[src/rtl/interrupt_controller_if.sv]
// Bundle between the interrupt sources / control unit and interrupt_controller.
// master drives the IRQ lines and handshake pulses; slave is the controller.
interface interrupt_controller_if #(
    parameter int NUM_IRQ = 8,
    parameter int ID_W    = 3
);
    logic [NUM_IRQ-1:0] irq_in;
    logic               nmi_in;
    logic               int_enable;
    logic               mask_we;
    logic [NUM_IRQ-1:0] mask_wdata;
    logic               ack;
    logic               eoi;
    logic               INT_control;
    logic               NMI_control;
    logic [ID_W-1:0]    irq_id;
    logic [NUM_IRQ-1:0] pending;
    logic [NUM_IRQ-1:0] mask;
    logic               in_service;

    modport master (
        output irq_in, nmi_in, int_enable, mask_we, mask_wdata, ack, eoi,
        input  INT_control, NMI_control, irq_id, pending, mask, in_service
    );

    modport slave (
        input  irq_in, nmi_in, int_enable, mask_we, mask_wdata, ack, eoi,
        output INT_control, NMI_control, irq_id, pending, mask, in_service
    );
endinterface

[src/rtl/interrupt_controller.sv]
// IRQ/NMI synchroniser, pending latch, priority pick and request handshake FSM.
// Define INTC_LEVEL_TRIG_EN for level-sensitive IRQ lines (NMI stays edge-triggered).
module interrupt_controller #(
    parameter int NUM_IRQ = 8,
    parameter int ID_W    = 3
) (
    input  logic                   i_clk,
    input  logic                   i_rst,
    interrupt_controller_if.slave  bus
);
    typedef enum logic [2:0] {IDLE, INT_REQ, INT_SVC, NMI_REQ, NMI_SVC} state_t;

    state_t             r_state, w_state_n;
    logic [NUM_IRQ-1:0] r_irq_s1, r_irq_s2, r_mask;
    logic               r_nmi_s1, r_nmi_s2, r_nmi_prev, r_nmi_pend;
    logic [ID_W-1:0]    r_irq_id, w_win_id;
    logic               r_preempted, r_int_ctrl, r_nmi_ctrl, r_in_svc;
    logic [NUM_IRQ-1:0] w_pend, w_req;
    logic               w_any, w_cur_ok, w_ack_int, w_ack_nmi, w_nmi_edge;
    logic               w_load_id, w_set_pre, w_clr_pre;

    always_ff @(posedge i_clk) begin
        if (i_rst) begin
            r_irq_s1   <= '0;
            r_irq_s2   <= '0;
            r_nmi_s1   <= 1'b0;
            r_nmi_s2   <= 1'b0;
            r_nmi_prev <= 1'b0;
        end else begin
            r_irq_s1   <= bus.irq_in;
            r_irq_s2   <= r_irq_s1;
            r_nmi_s1   <= bus.nmi_in;
            r_nmi_s2   <= r_nmi_s1;
            r_nmi_prev <= r_nmi_s2;
        end
    end

    assign w_nmi_edge = r_nmi_s2 & ~r_nmi_prev;
    assign w_ack_int  = (r_state == INT_REQ) & bus.ack;
    assign w_ack_nmi  = (r_state == NMI_REQ) & bus.ack;

`ifdef INTC_LEVEL_TRIG_EN
    assign w_pend = r_irq_s2;
`else
    logic [NUM_IRQ-1:0] r_irq_prev, r_pend, w_clr;

    assign w_clr = w_ack_int ? (NUM_IRQ'(1) << r_irq_id) : '0;

    // A fresh edge wins over the ack clearing the same bit.
    always_ff @(posedge i_clk) begin
        if (i_rst) begin
            r_irq_prev <= '0;
            r_pend     <= '0;
        end else begin
            r_irq_prev <= r_irq_s2;
            r_pend     <= (r_pend & ~w_clr) | (r_irq_s2 & ~r_irq_prev);
        end
    end

    assign w_pend = r_pend;
`endif

    assign w_req    = w_pend & r_mask;
    assign w_any    = |w_req;
    assign w_cur_ok = |(w_req & (NUM_IRQ'(1) << r_irq_id));

    always_comb begin
        w_win_id = '0;
        for (int i = NUM_IRQ - 1; i >= 0; i--) begin
            if (w_req[i]) w_win_id = ID_W'(i);
        end
    end

    always_comb begin
        w_state_n = r_state;
        w_load_id = 1'b0;
        w_set_pre = 1'b0;
        w_clr_pre = 1'b0;
        case (r_state)
            IDLE: begin
                if (r_nmi_pend) begin
                    w_state_n = NMI_REQ;
                end else if (bus.int_enable && w_any) begin
                    w_state_n = INT_REQ;
                    w_load_id = 1'b1;
                end
            end
            INT_REQ: begin
                if (bus.ack)                              w_state_n = INT_SVC;
                else if (r_nmi_pend)                      w_state_n = NMI_REQ;
                else if (!bus.int_enable || !w_cur_ok)    w_state_n = IDLE;
            end
            // eoi first: a finished handler needs no preemption bookkeeping.
            INT_SVC: begin
                if (bus.eoi) begin
                    w_state_n = IDLE;
                end else if (r_nmi_pend) begin
                    w_state_n = NMI_REQ;
                    w_set_pre = 1'b1;
                end
            end
            NMI_REQ: begin
                if (bus.ack) w_state_n = NMI_SVC;
            end
            NMI_SVC: begin
                if (bus.eoi) begin
                    w_state_n = r_preempted ? INT_SVC : IDLE;
                    w_clr_pre = 1'b1;
                end
            end
            default: w_state_n = IDLE;
        endcase
    end

    always_ff @(posedge i_clk) begin
        if (i_rst) begin
            r_state     <= IDLE;
            r_irq_id    <= '0;
            r_mask      <= '0;
            r_preempted <= 1'b0;
            r_nmi_pend  <= 1'b0;
            r_int_ctrl  <= 1'b0;
            r_nmi_ctrl  <= 1'b0;
            r_in_svc    <= 1'b0;
        end else begin
            r_state <= w_state_n;
            if (w_load_id) r_irq_id <= w_win_id;
            if (bus.mask_we) r_mask <= bus.mask_wdata;
            if (w_set_pre)      r_preempted <= 1'b1;
            else if (w_clr_pre) r_preempted <= 1'b0;
            r_nmi_pend <= (r_nmi_pend & ~w_ack_nmi) | w_nmi_edge;
            r_int_ctrl <= (w_state_n == INT_REQ);
            r_nmi_ctrl <= (w_state_n == NMI_REQ);
            r_in_svc   <= (w_state_n == INT_SVC) || (w_state_n == NMI_SVC);
        end
    end

    assign bus.INT_control = r_int_ctrl;
    assign bus.NMI_control = r_nmi_ctrl;
    assign bus.irq_id      = r_irq_id;
    assign bus.pending     = w_pend;
    assign bus.mask        = r_mask;
    assign bus.in_service  = r_in_svc;
endmodule
[src/flat_wrapper.sv]
// flat-port wrapper written by rule: the top's interface ports become plain ports
module interrupt_controller_flat 
#(
    parameter int NUM_IRQ = 8,
    parameter int ID_W    = 3
)
  (i_clk, i_rst, bus_irq_in, bus_nmi_in, bus_int_enable, bus_mask_we, bus_mask_wdata, bus_ack, bus_eoi, bus_INT_control, bus_NMI_control, bus_irq_id, bus_pending, bus_mask, bus_in_service);
  interrupt_controller_if #(.NUM_IRQ(NUM_IRQ), .ID_W(ID_W)) bus_i ();
  input  logic i_clk;
  input  logic i_rst;
  input wire logic [$bits(bus_i.irq_in)-1:0] bus_irq_in;
  input wire logic [$bits(bus_i.nmi_in)-1:0] bus_nmi_in;
  input wire logic [$bits(bus_i.int_enable)-1:0] bus_int_enable;
  input wire logic [$bits(bus_i.mask_we)-1:0] bus_mask_we;
  input wire logic [$bits(bus_i.mask_wdata)-1:0] bus_mask_wdata;
  input wire logic [$bits(bus_i.ack)-1:0] bus_ack;
  input wire logic [$bits(bus_i.eoi)-1:0] bus_eoi;
  output wire logic [$bits(bus_i.INT_control)-1:0] bus_INT_control;
  output wire logic [$bits(bus_i.NMI_control)-1:0] bus_NMI_control;
  output wire logic [$bits(bus_i.irq_id)-1:0] bus_irq_id;
  output wire logic [$bits(bus_i.pending)-1:0] bus_pending;
  output wire logic [$bits(bus_i.mask)-1:0] bus_mask;
  output wire logic [$bits(bus_i.in_service)-1:0] bus_in_service;
  assign bus_i.irq_in = bus_irq_in;
  assign bus_i.nmi_in = bus_nmi_in;
  assign bus_i.int_enable = bus_int_enable;
  assign bus_i.mask_we = bus_mask_we;
  assign bus_i.mask_wdata = bus_mask_wdata;
  assign bus_i.ack = bus_ack;
  assign bus_i.eoi = bus_eoi;
  assign bus_INT_control = bus_i.INT_control;
  assign bus_NMI_control = bus_i.NMI_control;
  assign bus_irq_id = bus_i.irq_id;
  assign bus_pending = bus_i.pending;
  assign bus_mask = bus_i.mask;
  assign bus_in_service = bus_i.in_service;
  interrupt_controller #(.NUM_IRQ(NUM_IRQ), .ID_W(ID_W)) u_core (.i_clk(i_clk), .i_rst(i_rst), .bus(bus_i));
endmodule
[config.mk]
export PLATFORM = sky130hd
export DESIGN_NAME = interrupt_controller_flat
export DESIGN_NICKNAME = d
export VERILOG_FILES = /design/src/rtl/interrupt_controller_if.sv /design/src/rtl/interrupt_controller.sv /design/src/flat_wrapper.sv
export SDC_FILE = /design/constraint.sdc
export NUM_CORES = 1
export LEC_CHECK = 0
export CAP_MARGIN = 25
export CORE_ASPECT_RATIO = 2
export CORE_MARGIN = 1.5
export CORE_UTILIZATION = 45
export DETAILED_ROUTE_END_ITERATION = 10
export DONT_BUFFER_PORTS = 1
export HOLD_SLACK_MARGIN = 0.03
export PLACE_DENSITY_LB_ADDON = 0.05
export SYNTH_ARGS = -nofsm -noshare
export SYNTH_HDL_FRONTEND = slang
export SYNTH_SLANG_ARGS = --single-unit
export TNS_END_PERCENT = 50
[constraint.sdc]
create_clock -name i_clk -period 3.45 [get_ports i_clk]
set_input_delay 1.035 -clock i_clk [delete_from_list [all_inputs] [get_ports i_clk]]
set_output_delay 1.035 -clock i_clk [all_outputs]
set_load 0.02 [all_outputs]
==> results of run 1 <==
logic make-up (layout without fill, tap and decap cells):
| group | after synthesis | count (layout) |
|---|---|---|
| flip-flops | 54 | 54 |
| AO/OA/AOI/OAI | 53 | 53 |
| buffers and inverters | 14 | 9 |
| AND/OR/NAND/NOR | 88 | 88 |
| multiplexers | 8 | 8 |
Yosys cell counts (2+ instances only):
library cell	instances	area, µm²
dfxtp_1	54	1080
nor2b_1	31	194
a21oi_1	17	85.1
nor2_1	16	60.1
o21ai_0	11	55.1
clkbuf_1	10	37.5
nand2b_1	10	62.6
mux2i_1	8	80.1
nand2_1	8	30.0
nand4b_1	6	52.6
a22oi_1	4	30.0
nand3_1	3	15.0
nand3b_1	3	22.5
a21boi_0	2	15.0
a21o_1	2	15.0
a32o_1	2	20.0
nand4_1	2	12.5
nor3b_1	2	15.0
o41ai_1	2	17.5
or3b_1	2	17.5
per-stage QoR:
step | hold slack, ns | instance area, µm² | cells | total power, W
floorplan | 0.414 | 2100 | 217 | 0.000771
global placement | 0.418 | 2120 | 259 | 0.000777
detailed placement | 0.427 | 2120 | 259 | 0.000780
CTS | 0.450 | 2230 | 267 | 0.00120
global route | 0.462 | 2230 | 267 | 0.00124
finish | 0.445 | 2230 | 267 | 0.00119
registers in the layout, indices dropped and copies added (netlist names):
register / count
u_core.bus.mask: 8
u_core.bus.pending: 8
u_core.r_irq_prev: 8
u_core.r_irq_s1: 8
u_core.r_irq_s2: 8
u_core.bus.irq_id: 3
u_core.r_state: 3
u_core.bus.INT_control: 1
u_core.bus.NMI_control: 1
u_core.bus.in_service: 1
u_core.r_nmi_pend: 1
u_core.r_nmi_prev: 1
u_core.r_nmi_s1: 1
u_core.r_nmi_s2: 1
u_core.r_preempted: 1
path summary, 6_finish.rpt:
kind | start | end | cells after the start
worst min register to register | u_core.r_irq_s1[4] | u_core.r_irq_s2[4] | 1
worst max-delay path | u_core.bus.irq_id[0] | bus_irq_id[0] | 0
worst max register to register | u_core.r_state[0] | u_core.bus.in_service | 4
worst min-delay path | u_core.r_irq_s1[4] | u_core.r_irq_s2[4] | 1
layer usage:
layer  wire length (µm)  share of wire (%)  vias to the layer above  track usage, %
met5                  0                  0                        -               0
met4                292                6.4                        0            15.2
met3                283                6.2                       18            5.86
met2               2460                 54                       49            34.1
met1               1560                 34                      705            17.9
li1                   -                  -                      753               -
area by class of cell:
| cell class | instances | area [µm²] | area share, % |
|---|---|---|---|
| multi-input cells | 149 | 966 | 43.3 |
| clock buffers | 5 | 68.8 | 3.08 |
| flip-flops and latches | 54 | 1080 | 48.4 |
| clock inverters | 3 | 43.8 | 1.96 |
| inverters | 1 | 3.75 | 0.168 |
| well taps | 55 | 68.8 | 3.08 |
where the power goes:
group | switching, W | internal, W | total [W] | leakage [nW]
Combinational | 0.0000284 | 0.0000364 | 0.0000649 | 0.295
Sequential | 0.0000484 | 0.000652 | 0.000700 | 0.443
Clock | 0.000207 | 0.000218 | 0.000424 | 0.0585
Total | 0.000283 | 0.000906 | 0.00119 | 0.797
==> metrics.log, run 1 <==
INFO  metric synthMuxAreaShare = 3.80%
INFO  metric die-area = 0.00512 mm²
INFO  metric worst_clock_skew = 0.00647 ns
INFO  metric cts.sinks = 54
INFO  metric synthesis.yosys.warnings = 0
INFO  metric crit_path_end_kind = output port
INFO  metric initialDrtViolationCount = 32
INFO  metric clk_transition_reported_paths = 0.10 ns
INFO  metric global_route_wire_length_before_repair = 7.25 mm
INFO  metric timing.final.max_slew_violations = 0
INFO  metric most_common_cell_after_layout_fill_and_taps_aside = dfxtp_1
INFO  metric clock_tree.htree_level_count = 2
INFO  metric route.final.wire_length = 4.60 mm
INFO  metric boundary_pin_count = 45
INFO  metric area_growth = 6.06%
INFO  metric rows = 35
INFO  metric powerDensity = 533 mW/mm²
INFO  metric synthSimpleGateAreaFrac = 25.0%
INFO  metric synth_adder_area_share = 0%
INFO  metric dpl_worst_slack = 1.25 ns
INFO  metric layout_common_cells = dfxtp_1 (54), nor2b_1 (31), a21oi_1 (17), nor2_1 (16), o21ai_0 (11)
INFO  metric cap_viol_max_count = 0
INFO  metric post_drt_via_cell_ratio = 5.71
INFO  metric postSynthRegisterBits = 54
INFO  metric hold_removal_path_class = reg -> reg
INFO  metric globalRouteTotalUtil = 19.5%
INFO  metric cts.hold.buffers_added = 0
INFO  metric finalCoreUtilization = 49.0%
INFO  metric postSynthNetCount = 240
INFO  metric number_of_antenna_violations_at_the_first_check_in_global_routing = 0
INFO  metric detail_route.wl_per_cell = 17.2 µm
INFO  metric clockRootBuffer = clkbuf_8
INFO  metric syn_inst = 217
INFO  metric path_max_fanout = 12
INFO  metric antenna-diode-count = 0
INFO  metric final.period_utilization = 59.2%
INFO  metric global_route.overflow_total = 0
INFO  metric postCtsSetupRepairBufs = 0
INFO  metric share_of_the_yosys_chip_area_belonging_to_registers = 51.4%
INFO  metric post_dp_hpwl = 3.38 mm
INFO  metric critPathKind = reg -> out
INFO  metric post_cts_resized = 0
INFO  metric drtPass1Iterations = 4
INFO  metric die-height = 99.7 µm
INFO  metric fin_tns_setup = 0 ns
INFO  metric rsz0062_at_grt = no
INFO  metric cts_buffers = 5
INFO  metric ant_nets = 0
INFO  metric io_buffer_count = 0
INFO  metric fillCellCount = 455
INFO  metric crit_path_start_kind = flip-flop
INFO  metric data_required_time_at_the_worst_endpoint = 2.41 ns
INFO  metric fmax = 490 MHz
INFO  metric worstPathArrival = 1.01 ns
INFO  metric synth_compound_gate_area_share = 17.1%
INFO  metric clock_latency_reported_for_the_late_side_of_the_worst_skew_pair = 0.31 ns
INFO  metric post_synth_edffs = 0
INFO  metric syn_avg_cell_area = 9.70 µm²
INFO  metric clock_tree_from_tritoncts = yes
INFO  metric run_status = finished clean
INFO  metric finalWorstSetupSlack = 1.41 ns
INFO  metric ys.flop_type = dfxtp_1
INFO  metric drive_gt1_share = 6.13%
INFO  metric final-setup-viol-count = 0
INFO  metric grt_pass1_vias = 1,513
INFO  metric grt_max_degree = 56
INFO  metric main_combinational_cell_family_by_area_after_synthesis = simple AND/OR/NAND/NOR gates
INFO  metric worst_case_headroom_to_the_max_slew_limit = 61.8%
INFO  metric worstMarginPinSlew = 0.572 ns
INFO  metric synth-async-reset-ratio = 0%
INFO  metric timing_hold_violations_final = 0
INFO  metric gp_congestion = 0.859
INFO  metric route.vias.total = 1,525
INFO  metric netlist-cell-type-count = 42
INFO  metric peakVddDrop = 321 µV
INFO  metric drcViolationCount = 0
INFO  metric fin_nets = 234
INFO  metric die_width = 51.4 µm
INFO  metric final_period_minus_worst_setup_slack = 2.04 ns
INFO  metric total_leakage_power = 0.797 nW
INFO  metric cts_max_path_buffers = 2
INFO  metric floorplan.initialDensity = 46.2%
INFO  metric floorplan.core_area = 0.00455 mm²
INFO  metric worst-r2r-setup-slack = 1.62 ns
INFO  metric synth_xor_area_share = 0%
INFO  metric cell_area_synth = 0.00210 mm²
No activity file was read; power rests on OpenSTA's default activity.
==> inputs of run 2 (changes only) <==
clock period = 2.1 ns   (was 3.45 ns; I/O delays follow)
==> metrics.log, run 2 (synthesis results as in run 1) <==
INFO  metric cts.hold.buffers_added = 0 (unchanged)
INFO  metric cpMaxStageDelayCell = nor3b_1
INFO  metric run_status = finished clean
INFO  metric detail_route.wl_per_cell = 17.7 µm (+2.7%)
INFO  metric fmax = 540 MHz
INFO  metric worstMarginPinSlew = 0.663 ns (+0.0916 ns)
INFO  metric hold-worst-slack = 0.380 ns (-0.0646 ns)
INFO  metric cts.sinks = 54 (unchanged)
INFO  metric data_required_time_at_the_worst_endpoint = 2.30 ns (-0.11 ns)
INFO  metric most_common_cell_after_layout_fill_and_taps_aside = dfxtp_1
INFO  metric total_leakage_power = 0.802 nW (+0.71%)
INFO  metric floorplan.initialDensity = 46.2% (unchanged)
INFO  metric powerDensity = 834 mW/mm² (+57%)
INFO  metric area_growth = 6.48%
INFO  metric post_drt_via_cell_ratio = 5.72 (+0.12%)
INFO  metric postCtsSetupRepairBufs = 0 (unchanged)
INFO  metric drcViolationCount = 0 (unchanged)
INFO  metric die_width = 51.4 µm (unchanged)
INFO  metric finalWorstSetupSlack = 0.248 ns (-1.16 ns)
INFO  metric post_cts_resized = 0 (unchanged)
INFO  metric path_max_fanout = 12 (unchanged)
INFO  metric post_dp_hpwl = 3.59 mm (+6.3%)
INFO  metric final_period_minus_worst_setup_slack = 1.85 ns
INFO  metric global_route_wire_length_before_repair = 7.49 mm (+3.2%)
INFO  metric rows = 35 (unchanged)
INFO  metric drtPass1Iterations = 4 (unchanged)
INFO  metric worst_case_headroom_to_the_max_slew_limit = 55.7% (-6.1 points)
INFO  metric peakVddDrop = 672 µV (+110%)
INFO  metric timing.final.max_slew_violations = 0 (unchanged)
INFO  metric cp_slowest_stage_delay = 0.61 ns
INFO  metric final.period_utilization = 88.2%
INFO  metric clock_latency_reported_for_the_late_side_of_the_worst_skew_pair = 0.31 ns (about the same)
INFO  metric dpl_worst_slack = 0.291 ns (-0.958 ns)
INFO  metric clock_tree_from_tritoncts = yes
INFO  metric clock_tree.htree_level_count = 2 (unchanged)
INFO  metric layout_common_cells = dfxtp_1 (54), nor2b_1 (31), a21oi_1 (17), nor2_1 (16), o21ai_0 (11)
INFO  metric route.vias.total = 1,544 (+1.2%)
INFO  metric crit_path_end_kind = flip-flop
INFO  metric timing_hold_violations_final = 0 (unchanged)
INFO  metric global_route.overflow_total = 0 (unchanged)
INFO  metric cap_viol_max_count = 0 (unchanged)
INFO  metric rsz0062_at_grt = no
INFO  metric crit_chain = nor3b_1, nand3b_1, o31ai_1, a21oi_1
INFO  metric initialDrtViolationCount = 24 (-25%)
INFO  metric antenna-diode-count = 0 (unchanged)
INFO  metric die-height = 99.7 µm (unchanged)
INFO  metric floorplan.core_area = 0.00455 mm² (unchanged)
INFO  metric cts_max_path_buffers = 2 (unchanged)
INFO  metric fin_tns_setup = 0 ns (unchanged)
INFO  metric final-setup-viol-count = 0 (unchanged)
INFO  metric io_buffer_count = 0 (unchanged)
INFO  metric fin_nets = 237 (+1.3%)
INFO  metric critical_path_buf_inv_count = 0
INFO  metric worst_clock_skew = 0.00980 ns (+0.00333 ns)
INFO  metric die-area = 0.00512 mm² (unchanged)
INFO  metric timing.critical_path.max_delay_family = simple AND/OR/NAND/NOR gates
INFO  metric gp_congestion = 0.830 (-3.4%)
INFO  metric clockRootBuffer = clkbuf_8
INFO  metric drive_gt1_share = 7.44% (+1.3 points)
INFO  metric cts_buffers = 5 (unchanged)
INFO  metric grt_pass1_vias = 1,531 (+1.2%)
INFO  metric crit_path_start_kind = flip-flop
INFO  metric clk_transition_reported_paths = 0.10 ns (about the same)
INFO  metric boundary_pin_count = 45 (unchanged)
INFO  metric grt_max_degree = 56 (unchanged)
INFO  metric globalRouteTotalUtil = 19.7% (+0.26 points)
INFO  metric fillCellCount = 463 (+1.8%)
INFO  metric critPathKind = reg -> reg
INFO  metric worstPathArrival = 2.05 ns (+1.04 ns)
INFO  metric route.final.wire_length = 4.78 mm (+3.9%)
INFO  metric hold_removal_path_class = in -> reg
INFO  metric ant_nets = 0 (unchanged)
INFO  metric number_of_antenna_violations_at_the_first_check_in_global_routing = 0 (unchanged)
-- run 2: cell count changes in the layout (fill, tap and decap cells not counted), sizes merged --
cell      previous run  this run
clkbuf               5         6
bufinv               1         0
clkinvlp             0         1
buf                  0         3
clkinv               1         0
-- run 2: final cells by class --
cell class	instances	area [µm²]	area share [%]
sequential	54	1080	48.2
multi-input combinational	149	966	43.1
clock buffer	6	82.6	3.69
tap	55	68.8	3.07
timing repair buffer	3	22.5	1.01
clock inverter	2	16.3	0.726
inverter	1	3.75	0.168
-- run 2: worst paths after layout --
check	from	end	slack [ns]	cells past startpoint
hold reg to reg	u_core.r_irq_s1[4]	u_core.r_irq_s2[4]	0.44	1
setup / recovery	u_core.r_state[0]	u_core.bus.pending[0]	0.25	4
setup reg to reg	u_core.r_state[0]	u_core.bus.pending[0]	0.25	4
hold / removal	i_rst	u_core.r_irq_s1[1]	0.38	1
-- run 2: layer usage --
| layer | GRT usage (%) | wire, µm | vias up |
|---|---|---|---|
| met5 | 0 | 0 | - |
| met4 | 11.9 | 255 | 0 |
| met3 | 4.05 | 233 | 15 |
| met2 | 37.6 | 2610 | 44 |
| met1 | 18.0 | 1670 | 727 |
| li1 | - | - | 758 |
-- run 2: through the flow --
stage / total power (W) / cells / utilization, % / instance area (µm²)
after floorplan: 0.00127 / 217 / - / 2100
after detailed placement: 0.00128 / 262 / 47.0 / 2140
final: 0.00187 / 270 / 49.2 / 2240
after CTS: 0.00189 / 270 / 49.2 / 2240
after global placement: 0.00128 / 262 / 47.0 / 2140
after global routing: 0.00195 / 270 / 49.2 / 2240
-- run 2: power breakdown --
group	switching [W]	total (W)	internal, W
registers	0.0000771	0.00115	0.00107
clock network	0.000338	0.000610	0.000272
logic	0.0000514	0.000112	0.0000610
total	0.000467	0.00187	0.00140
-- run 2: worst reg2reg max path: stages (launching register included) --
cell and delay, ns:
dfxtp_1 0.56, nor3b_1 0.61, nand3b_1 0.23, o31ai_1 0.24, a21oi_1 0.09
==> inputs of run 3 (changes only) <==
ABC_AREA = 1   (was not set)
==> metrics.log, run 3 <==
INFO  metric power.total = 0.00200 W (+7.2%)
INFO  metric area_growth = 7.19%
INFO  metric timing.critical_path.max_delay_family = flip-flops
INFO  metric global_route.overflow_total = 0 (unchanged)
INFO  metric critPathKind = reg -> out
INFO  metric synthTopCellsByArea = dfxtp_1 (52%), nor2_1 (9.4%), nand2_1 (9.1%)
INFO  metric synth_adder_area_share = 0% (unchanged)
INFO  metric hold_removal_path_class = in -> reg
INFO  metric initialDrtViolationCount = 18 (-25%)
INFO  metric run_status = finished clean
INFO  metric layout_common_cells = dfxtp_1 (54), nor2_1 (52), nand2_1 (50), inv_1 (49), o21ai_0 (17)
INFO  metric cts.hold.buffers_added = 0 (unchanged)
INFO  metric ant_nets = 0 (unchanged)
INFO  metric die_width = 51.0 µm (-0.76%)
INFO  metric rows = 34 (-2.9%)
INFO  metric clk_transition_reported_paths = 0.09 ns (about the same)
INFO  metric hold-worst-slack = 0.383 ns (+0.00267 ns)
INFO  metric grt_max_degree = 34 (-39%)
INFO  metric synthSimpleGateAreaFrac = 26.2% (+1.1 points)
INFO  metric die-height = 98.9 µm (-0.78%)
INFO  metric worst_clock_skew = 0.00965 ns (-0.000146 ns)
INFO  metric crit_path_end_kind = output port
INFO  metric final-setup-viol-count = 0 (unchanged)
INFO  metric peakVddDrop = 630 µV (-6.3%)
INFO  metric postCtsSetupRepairBufs = 0 (unchanged)
INFO  metric number_of_antenna_violations_at_the_first_check_in_global_routing = 0 (unchanged)
INFO  metric route.final.wire_length = 4.09 mm (-14%)
INFO  metric gp_congestion = 0.918 (+11%)
INFO  metric global_route_wire_length_before_repair = 7.12 mm (-4.9%)
INFO  metric netlist-cell-type-count = 24 (-43%)
INFO  metric die-area = 0.00504 mm² (-1.5%)
INFO  metric syn_avg_cell_area = 7.45 µm² (-23%)
INFO  metric data_required_time_at_the_worst_endpoint = 1.47 ns (-0.83 ns)
INFO  metric timing.final.max_slew_violations = 0 (unchanged)
INFO  metric detail_route.wl_per_cell = 12.2 µm (-31%)
INFO  metric antenna-diode-count = 0 (unchanged)
INFO  metric path_max_fanout = 10 (-2)
INFO  metric postSynthRegisterBits = 54 (unchanged)
INFO  metric fin_nets = 303 (+28%)
INFO  metric netlist.top_cell.by_area = dfxtp_1
INFO  metric clock_tree.htree_level_count = 2 (unchanged)
INFO  metric clock_latency_reported_for_the_late_side_of_the_worst_skew_pair = 0.30 ns (about the same)
INFO  metric most_common_cell_after_layout_fill_and_taps_aside = dfxtp_1
INFO  metric critical_path_buf_inv_count = 1 (+1)
INFO  metric share_of_the_yosys_chip_area_belonging_to_registers = 52.2% (+0.84 points)
INFO  metric timing_hold_violations_final = 0 (unchanged)
INFO  metric rsz0062_at_grt = no
INFO  metric cap_viol_max_count = 0 (unchanged)
INFO  metric final.period_utilization = 81.9% (-6.3 points)
INFO  metric drive_gt1_share = 8.21% (+0.77 points)
INFO  metric synth-async-reset-ratio = 0% (unchanged)
INFO  metric yosys.area.top_type_share = 52.2% (+0.84 points)
INFO  metric floorplan.initialDensity = 47.3% (+1.0 points)
INFO  metric synth_compound_gate_area_share = 10.1% (-7.0 points)
INFO  metric ys.flop_type = dfxtp_1
INFO  metric synthMuxAreaShare = 0% (-3.8 points)
INFO  metric seq_area = 0.00108 mm² (unchanged)
INFO  metric boundary_pin_count = 45 (unchanged)
INFO  metric synth_xor_area_share = 0% (unchanged)
INFO  metric cell_area_synth = 0.00207 mm² (-1.6%)
INFO  metric cp_slowest_stage_delay = 0.57 ns (-0.04 ns)
INFO  metric crit_path_start_kind = flip-flop
INFO  metric most_instantiated_cells_after_synthesis = dfxtp_1 (54), nor2_1 (52), nand2_1 (50)
INFO  metric io_buffer_count = 0 (unchanged)
INFO  metric clock_tree_from_tritoncts = yes
INFO  metric route.vias.total = 1,632 (+5.7%)
INFO  metric drtPass1Iterations = 5 (+1)
INFO  metric globalRouteTotalUtil = 18.7% (-1.0 points)
INFO  metric crit_chain = buf_4
INFO  metric postSynthNetCount = 301 (+25%)
INFO  metric post_drt_via_cell_ratio = 4.89 (-15%)
INFO  metric worstMarginPinSlew = 0.397 ns (-0.266 ns)
INFO  metric worst_case_headroom_to_the_max_slew_limit = 73.5% (+18 points)
INFO  metric post_cts_resized = 0 (unchanged)
INFO  metric multi_input_area = 751 µm² (-22%)
INFO  metric fillCellCount = 460 (-0.65%)
INFO  metric floorplan.core_area = 0.00438 mm² (-3.8%)
INFO  metric syn_inst = 278 (+28%)
INFO  metric worstPathArrival = 1.09 ns (-0.96 ns)
INFO  metric fin_tns_setup = 0 ns (unchanged)
INFO  metric powerDensity = 903 mW/mm² (+8.2%)
INFO  metric synthesis.yosys.warnings = 0 (unchanged)
INFO  metric drcViolationCount = 0 (unchanged)
INFO  metric post_synth_edffs = 0 (unchanged)
INFO  metric cts_max_path_buffers = 2 (unchanged)
INFO  metric cpMaxStageDelayCell = dfxtp_1
INFO  metric clockRootBuffer = clkbuf_8
INFO  metric synthMostInstantiatedCell = dfxtp_1
INFO  metric total_leakage_power = 1.13 nW (+41%)
INFO  metric fmax = 581 MHz (+7.7%)
INFO  metric cts.sinks = 54 (unchanged)
INFO  metric main_combinational_cell_family_by_area_after_synthesis = simple AND/OR/NAND/NOR gates
INFO  metric cts_buffers = 5 (unchanged)
INFO  metric post_dp_hpwl = 3.15 mm (-12%)
INFO  metric grt_pass1_vias = 1,662 (+8.6%)
INFO  metric final_period_minus_worst_setup_slack = 1.72 ns (-0.132 ns)
[run 3: cell types whose count changed after synthesis, sizes merged, moves of 10 or more]
cell | before | now
inv | 1 | 52
nand2 | 8 | 53
nor2 | 16 | 56
nor2b | 31 | 0
a21oi | 17 | 7
nand2b | 10 | 0
[run 3: kinds of logic (layout without fill, tap and decap cells)]
| kind of cell | count (synthesis) | after routing |
|---|---|---|
| flops | 54 | 54 |
| simple gates | 127 | 127 |
| buf+inv | 59 | 61 |
| compound gates | 38 | 38 |
[run 3: path summary, 6_finish.rpt]
path                         from  cells past startpoint  slack, ns                endpoint
max          u_core.bus.irq_id[2]                      1       0.38           bus_irq_id[2]
min                         i_rst                      1       0.38       u_core.r_state[1]
max reg2reg  u_core.bus.irq_id[0]                     12       0.47  u_core.bus.INT_control
min reg2reg    u_core.r_irq_s1[4]                      2       0.41      u_core.r_irq_s2[4]
[run 3: metrics by stage]
step | util [%] | worst slack [ns] | std cells | cell area [µm²]
after global routing | 50.7 | 0.258 | 334 | 2220
after CTS | 50.7 | 0.347 | 334 | 2220
after detailed placement | 48.2 | 0.481 | 327 | 2110
after global placement | 48.2 | 0.464 | 327 | 2110
after floorplan | - | 0.712 | 278 | 2070
final | 50.7 | 0.380 | 334 | 2220
[run 3: power breakdown]
group,internal [W],leakage [nW],switching (W)
logic,0.0000634,0.634,0.000110
clock network,0.000351,0.0542,0.000321
registers,0.00108,0.444,0.0000776
[run 3: layout make-up]
| cell class | instances | area share, % |
|---|---|---|
| Clock buffer | 5 | 3.10 |
| Clock inverter | 2 | 1.75 |
| Inverter | 52 | 8.91 |
| Tap cell | 54 | 3.04 |
| Timing Repair Buffer | 2 | 0.676 |
| Multi-Input combinational cell | 165 | 33.8 |
| Sequential cell | 54 | 48.7 |
[run 3: layer usage]
layer | share of wire, % | GRT usage [%]
met1 | 37 | 16.7
met2 | 54 | 34.7
met3 | 4.3 | 4.39
met4 | 5.2 | 12.9
met5 | 0 | 0
==> variant (flow settings as in run 1) <==
`ID_W` is set to 3 in 3 places; all go to 2.
--- a/src/rtl/interrupt_controller_if.sv
+++ b/src/rtl/interrupt_controller_if.sv
@@ -4,3 +4,3 @@
     parameter int NUM_IRQ = 8,
-    parameter int ID_W    = 3
+    parameter int ID_W    = 2
 );
--- a/src/rtl/interrupt_controller.sv
+++ b/src/rtl/interrupt_controller.sv
@@ -4,3 +4,3 @@
     parameter int NUM_IRQ = 8,
-    parameter int ID_W    = 3
+    parameter int ID_W    = 2
 ) (
--- a/src/flat_wrapper.sv
+++ b/src/flat_wrapper.sv
@@ -4,3 +4,3 @@
     parameter int NUM_IRQ = 8,
-    parameter int ID_W    = 3
+    parameter int ID_W    = 2
 )
Interface: changed (resized bus_irq_id); port bits go from 45 to 44. The function was not compared with the original's and may differ.
==> variant against run 1 <==
- final cell count shrank 10%
- synthesized area down 8.9%
- critical path type unchanged
- routed wire length shrank 28%
- largest cell class unchanged
- power decreased by 7.0%
- sequential cell count decreased by 1
- cell area decreased by 8.5%
- register-to-register slack got worse by 0.07 ns
- worst setup slack improved by 0.10 ns
- count of clock-buffer cells in the layout is 2 higher
- synthesized cell count decreased by 12%
- via count is 18% lower
- maximum frequency increased by 5.2%
==> variant: results (changes against run 1) <==
stage;metric;value;unit;change
place;dpl.hpwl;2358;µm;-30%
route;vias;1247;;-18%
timing;worstMarginPinSlew;0.4449;ns;-0.1268 ns
cells_and_area;fill_cells;390;;-14%
route;drt-total-wl;3291;µm;-28%
place;place_area;1942;µm²;-8.4%
cells_and_area;layout-drive-gt1-share;7.447;%;+1.3 points
timing;fin_skew;0.009476;ns;+0.003003 ns
synth;synthTopCellsByArea;dfxtp_1 (55%), nor2b_1 (9.8%), mux2i_1 (4.7%);;
synth;syn_nets;213;;-11%
power;p_leak;0.7744;nW;-2.8%
critical_path;worstPathArrival;0.91;ns;-0.10 ns
synth;synth_xor_area_share;0.4566;%;+0.46 points
grt;grt_pass1_vias;1115;;-26%
power;sequentialPowerShare;61.5;%;+2.6 points
run_status;status;complete, no violations;;
synth;synth_compound_area_share;10.70;%;-6.4 points
synth;yosys-top-cells-count;dfxtp_1 (53), nor2b_1 (30), nor2_1 (24), a21oi_1 (13), mux2i_1 (9);;
synth;synth_mux_area_share;5.871;%;+2.1 points
power;seq-power;0.680;mW;-3%
grt;grt_usage;14.39;%;-5.1 points
place;place_ws;1.407;ns;+0.1588 ns
grt;grt_max_degree;54;;-3.6%
critical_path;ff2ff_setup_slack;1.55;ns;-0.07 ns
synth;ys_types;38;;-9.5%
power;p_clk;0.368;mW;-13%
critical_path;worst-path-max-fanout;7;;-5
grt;grt_pass1_wl;5099;µm;-30%
route;drt_iter0_drc;17;;-47%
synth;synth-seq-area-share;55.32;%;+3.9 points
clocking;postCtsSetupRepairBufs;0;;unchanged
power;ir_drop;0.0003177;V;-1.0%
power;swShare;22.77;%;-1.1 points
timing;min_period;1.941;ns;-0.1014 ns
[variant: area by class of cell]
cell class	instances	area, µm²	share of cell area (%)
Tap cell	52	65.06	3.184
Clock inverter	1	5.005	0.2449
Clock buffer	7	96.34	4.715
Multi-Input combinational cell	121	793.3	38.82
Inverter	6	22.52	1.102
Sequential cell	53	1061	51.93
[variant: per-layer routing]
| metal | wire [µm] | vias to the layer above | track usage [%] |
|---|---|---|---|
| met2 | 1756 | 30 | 24.32 |
| met5 | 0 | - | 0 |
| met3 | 147 | 8 | 4.075 |
| met4 | 74 | 0 | 8.095 |
| met1 | 1314 | 577 | 16.02 |
| li1 | - | 632 | - |
[variant: stage by stage]
stage	hold slack (ns)	cells
2_1_floorplan	0.4138	190
3_3_place_gp	0.4177	232
5_1_grt	0.4573	240
4_1_cts	0.4423	240
6_report	0.4387	240
3_5_place_dp	0.4204	232
